$ cat config.mk
export PLATFORM = sky130hd
export DESIGN_NAME = boot_loader
export DESIGN_NICKNAME = d
export VERILOG_FILES = /design/src/rtl/boot_loader_pkg.sv /design/src/rtl/boot_loader_byte_to_word.sv /design/src/rtl/boot_loader.sv
export SDC_FILE = /design/constraint.sdc
export NUM_CORES = 1
export LEC_CHECK = 0
export BUFFER_PORTS_ARGS = -buffer_cell sky130_fd_sc_hd__buf_2
export CAP_MARGIN = 20
export CORE_UTILIZATION = 60
export CTS_CLUSTER_SIZE = 14
export DETAILED_ROUTE_END_ITERATION = 8
export PLACE_DENSITY = 0.86
export REMOVE_ABC_BUFFERS = 1
export SYNTH_ARGS = -nofsm -noshare
export SYNTH_HDL_FRONTEND = slang
export SYNTH_HIERARCHICAL = 1
export SYNTH_SLANG_ARGS = --single-unit
$ cat constraint.sdc
create_clock -name clk -period 4.85 [get_ports clk]
set_input_delay 0.97 -clock clk [delete_from_list [all_inputs] [get_ports clk]]
set_output_delay 0.97 -clock clk [all_outputs]
set_load 0.01 [all_outputs]
$ cat src/rtl/boot_loader_pkg.sv
// Shared types and constants for the boot loader and the core memory datapath.
package boot_loader_pkg;

  localparam int         MEM_ADDR_W    = 6;
  localparam int         MEM_DATA_W    = 16;
  localparam logic [7:0] SYNC_BYTE_DEF = 8'hA5;

  typedef enum logic [2:0] {
    IDLE,
    LEN,
    HI,
    LO,
    WR,
    CSUM,
    DONE,
    ERR
  } state_e;

endpackage

$ cat src/rtl/boot_loader_byte_to_word.sv
// Assembles hi/lo bytes into a memory word and keeps the running XOR checksum.
module byte_to_word
  import boot_loader_pkg::*;
#(
  parameter int DATA_W = MEM_DATA_W
) (
  input  logic              clk,
  input  logic              rst_n,
  input  logic              clr_i,
  input  logic              ld_hi_i,
  input  logic              ld_lo_i,
  input  logic [7:0]        byte_i,
  output logic [DATA_W-1:0] word_o,
  output logic [7:0]        csum_o
);

  logic [DATA_W-1:0] word_q, word_d;
  logic [7:0]        csum_q, csum_d;

  always_comb begin
    word_d = word_q;
    csum_d = csum_q;
    if (clr_i) begin
      word_d = '0;
      csum_d = '0;
    end else if (ld_hi_i) begin
      word_d[DATA_W-1 -: 8] = byte_i;
      csum_d                = csum_q ^ byte_i;
    end else if (ld_lo_i) begin
      word_d[7:0] = byte_i;
      csum_d      = csum_q ^ byte_i;
    end
  end

  always_ff @(posedge clk or negedge rst_n) begin
    if (!rst_n) begin
      word_q <= '0;
      csum_q <= '0;
    end else begin
      word_q <= word_d;
      csum_q <= csum_d;
    end
  end

  assign word_o = word_q;
  assign csum_o = csum_q;

endmodule

$ cat src/rtl/boot_loader.sv
// Byte-stream boot loader: parses SYNC/LEN/data/CSUM frames, writes words into
// core memory and releases the core after a frame with a matching checksum.
module boot_loader
  import boot_loader_pkg::*;
#(
  parameter int                ADDR_W    = MEM_ADDR_W,
  parameter int                DATA_W    = MEM_DATA_W,
  parameter logic [7:0]        SYNC_BYTE = SYNC_BYTE_DEF,
  parameter logic [ADDR_W-1:0] BASE_ADDR = '0
) (
  input  logic              clk,
  input  logic              rst_n,
  input  logic [7:0]        byte_in,
  input  logic              byte_valid,
  output logic              byte_ready,
  output logic [ADDR_W-1:0] mem_addr,
  output logic [DATA_W-1:0] mem_data,
  output logic              mem_wr,
  output logic              core_run,
  output logic              load_done,
  output logic              load_err,
  output logic [ADDR_W:0]   word_count
);

  localparam int unsigned     MAX_LEN  = 1 << ADDR_W;
  localparam logic [ADDR_W:0] WC_ONE   = 1;
  localparam logic [ADDR_W-1:0] ADDR_ONE = 1;

  state_e            state_q, state_d;
  logic [ADDR_W-1:0] addr_q, addr_d;
  logic [ADDR_W:0]   wc_q, wc_d;
  logic [ADDR_W:0]   len_q, len_d;
  logic              xfer, len_ok;
  logic              b2w_clr, b2w_hi, b2w_lo;
  logic [7:0]        csum;

  assign xfer   = byte_valid && byte_ready;
  assign len_ok = (byte_in != 8'd0) && (32'(byte_in) <= MAX_LEN);

  always_ff @(posedge clk or negedge rst_n) begin
    if (!rst_n) state_q <= IDLE;
    else        state_q <= state_d;
  end

  always_comb begin
    state_d = state_q;
    unique case (state_q)
      IDLE: if (xfer && byte_in == SYNC_BYTE) state_d = LEN;
      LEN:  if (xfer) state_d = len_ok ? HI : ERR;
      HI:   if (xfer) state_d = LO;
      LO:   if (xfer) state_d = WR;
      WR:   state_d = (wc_q + WC_ONE == len_q) ? CSUM : HI;
      CSUM: if (xfer) state_d = (byte_in == csum) ? DONE : ERR;
      DONE: state_d = DONE;
      ERR:  if (xfer && byte_in == SYNC_BYTE) state_d = LEN;
      default: state_d = IDLE;
    endcase
  end

  // Every output is a pure decode of the state register.
  always_comb begin
    byte_ready = 1'b0;
    mem_wr     = 1'b0;
    load_done  = 1'b0;
    core_run   = 1'b0;
    load_err   = 1'b0;
    unique case (state_q)
      IDLE, LEN, HI, LO, CSUM: byte_ready = 1'b1;
      WR: mem_wr = 1'b1;
      DONE: begin
        load_done = 1'b1;
        core_run  = 1'b1;
      end
      ERR: begin
        byte_ready = 1'b1;
        load_err   = 1'b1;
      end
      default: ;
    endcase
  end

  always_comb begin
    addr_d = addr_q;
    wc_d   = wc_q;
    len_d  = len_q;
    if (state_q == LEN && xfer && len_ok) begin
      addr_d = BASE_ADDR;
      wc_d   = '0;
      len_d  = byte_in[ADDR_W:0];
    end else if (state_q == WR) begin
      addr_d = addr_q + ADDR_ONE;
      wc_d   = wc_q + WC_ONE;
    end
  end

  always_ff @(posedge clk or negedge rst_n) begin
    if (!rst_n) begin
      addr_q <= BASE_ADDR;
      wc_q   <= '0;
      len_q  <= '0;
    end else begin
      addr_q <= addr_d;
      wc_q   <= wc_d;
      len_q  <= len_d;
    end
  end

  assign b2w_clr = (state_q == LEN) && xfer;
  assign b2w_hi  = (state_q == HI)  && xfer;
  assign b2w_lo  = (state_q == LO)  && xfer;

  byte_to_word #(.DATA_W(DATA_W)) u_b2w (
    .clk     (clk),
    .rst_n   (rst_n),
    .clr_i   (b2w_clr),
    .ld_hi_i (b2w_hi),
    .ld_lo_i (b2w_lo),
    .byte_i  (byte_in),
    .word_o  (mem_data),
    .csum_o  (csum)
  );

  assign mem_addr   = addr_q;
  assign word_count = wc_q;

endmodule

==> results.yml <==
worst_setup_path:
  required_ns: 3.88
  crit_chain: "inv_2 > nand2_1 > or2_2 > inv_6 > buf_2"
  cp_data_arrival_time_ns: 1.66
  critPathKind: "reg2out"
  cp_max_fo: 10
  crit_path_max_incr_delay_ns: 0.47
  crit_path_end_kind: "output port"
  cp_slowest_cell: "dfrtp_1"
  cp-start-kind: "register"
synthesis:
  synth_compound_area_frac: 0.0777
  synthFlopType: "dfrtp_1"
  synth-xor-area-share: 0.118
  synth-simple-area-share: 0.151
  syn_avg_cell_area_um2: 10.7
  synth_seq_cells: 47
  synth_edf_count: 0
  synthAdderAreaFrac: 0.00996
  syn-cell-area_um2: 2510
  synth_cell_type_count: 43
  muxShareOfSynthArea: 0.124
  synth-async-reset-ratio: 1.00
  yosys_warnings: 6
  syn_inst: 235
  synth_top_family_by_area: "simple AND/OR/NAND/NOR gates"
  yosysSeqAreaShare: 0.468
floorplanning:
  design.die.area_um2: 4450
  dieWidth_um: 66.7
  core_area_um2: 4000
  initial_core_util: 0.628
  rows: 23
  io-pin-count: 45
  die_h_um: 66.7
pwr:
  powerDensity_nw_per_um2: 670
  vdd_drop_max_mv: 0.386
  p_leak_uw: 0.00138
grt:
  grt_pass1_vias: 1800
  grt_pass1_wl_um: 8450
  antenna_found_initial: 0
  grt_max_degree: 48
  grt_overflow: 0
  track_usage: 0.262
sta:
  maxSlewHeadroom: 0.560
  setup_slack_ns: 2.22
  tightest_slew_ns: 0.658
  finalCritPeriodShare: 0.543
  rsz0062_at_grt: "no"
  finalHoldViolCount: 0
  period_needed_ns: 2.63
  fmax_ghz: 0.380
  setup-violations-final: 0
  slew_viol_final: 0
  finalClockSkew_ns: 0.00661
  setup_tns_ns: 0
drt:
  vias_per_cell: 5.81
  drt-initial-drc-count: 174
  vias: 1899
  dr.pass1.iters: 4
  drt-total-wl_um: 5200
  wl_per_cell_um: 15.9
  ant_nets: 0
  post-route-drc-count: 0
finish:
  antenna_cells: 0
  fillers: 286
  final_cell_mix: "dfrtp_1 (47), buf_2 (44), nor2_1 (42)"
  final_common_cell: "dfrtp_1"
  syn_to_final_growth_pct: 13.4
  nets: 289
  drive_gt1_frac: 0.256
placement:
  dp_worst_setup_slack_ns: 2.02
  port_buffers: 44
  place.gp.congestion: 0.850
  dp_hpwl_um: 3490
run:
  max_cap_viol_count: 0
clock_tree:
  cts_setup_buffers: 0
  cts_buffer_depth: 2
  cts_resized: 0
  cts.sinks: 47
  cts_tree: "done"
  clkLatencyLatePin_ns: 0.30
  cts-buffers-inserted: 5
  hold_buffers: 0
  path_clk_slew_ns: 0.09
  htreeDepth: 2
  cts-root-buf: "clkbuf_8"
min_path:
  hold_path.class: "reg2reg"
status:
  status: "finished, final reports clean"
-- where the power goes --
| group | total (uW) | switching, uW | internal [uW] |
|---|---|---|---|
| registers | 781 | 197 | 583 |
| logic | 832 | 439 | 393 |
| clock network | 298 | 131 | 167 |
| total | 1910 | 767 | 1140 |
-- metal layers --
layer / share of wire / wire, um / global-route usage / up-vias
met5: 0 / 0 / 0 / -
met4: 0.029 / 149 / 0.144 / 0
met3: 0.055 / 288 / 0.0497 / 14
li1: - / - / - / 883
met1: 0.43 / 2250 / 0.361 / 938
met2: 0.48 / 2500 / 0.388 / 64
-- cell usage after synthesis (3+ instances only) --
library cell   n  area, um2
nand4_1        5       31.3
inv_1          3       11.3
or3_1          4       25.0
dfrtp_1       47       1180
mux2_4         6       90.1
mux2i_1       21        210
xor2_1        23        201
nand2_1        7       26.3
nor2_1        42        158
xnor2_1       11       96.3
buf_6          6       67.6
and3_1         3       18.8
a21oi_1        3       15.0
o21ai_0       13       65.1
nand3_1        4       20.0
-- per-stage QoR --
step	std cells	hold WS [ns]	instance area, um2	util	power (uW)
floorplan	222	0.502	2410	-	1320
global placement	318	0.499	2710	0.678	1560
detailed placement	318	0.517	2710	0.678	1610
CTS	326	0.535	2830	0.708	1910
global route	327	0.564	2850	0.713	2050
finish	327	0.520	2850	0.713	1910
-- state kept, by name (all words and copies together) (netlist names) --
name and count:
state_q 3, mem_addr 6, u_b2w/word_o 16, u_b2w/csum_o 8, len_q 7, word_count 7
-- logic make-up (layout without fill, tap and decap cells) --
group,after synthesis,count (layout)
flip-flops,47,47
AO/OA/AOI/OAI,29,29
adder cells (fa/ha/maj),2,2
multiplexers,28,28
buffers and inverters,18,60
AND/OR/NAND/NOR,77,77
XOR/XNOR,34,34
-- worst paths after layout --
kind / from / to / slack, ns / cells after the start
min in group asynchronous: rst_n / word_count[0] / 0.63 / 1
max reg2reg: state_q[2] / u_b2w/word_o[5] / 2.54 / 6
max: state_q[0] / mem_wr / 2.22 / 5
min: u_b2w/word_o[8] / u_b2w/word_o[8] / 0.52 / 2
min reg2reg: u_b2w/word_o[8] / u_b2w/word_o[8] / 0.52 / 2
max in group asynchronous: rst_n / u_b2w/csum_o[5] / 3.70 / 2
-- critical path, delay by kind of cell (launching register included) --
kind | cells | cell delay [ns]
buf+inv | 3 | 0.42
flops | 1 | 0.47
simple gates | 2 | 0.46
-- layout make-up --
cell class / count / area, um2 / share of cell area
multi-input combinational: 170 / 1210 / 0.426
sequential: 47 / 1180 / 0.413
timing repair buffer: 47 / 255 / 0.0896
clock buffer: 6 / 82.6 / 0.0290
tap: 50 / 62.6 / 0.0219
clock inverter: 2 / 35.0 / 0.0123
inverter: 5 / 23.8 / 0.00834
No activity file was read; power rests on OpenSTA's default activity.
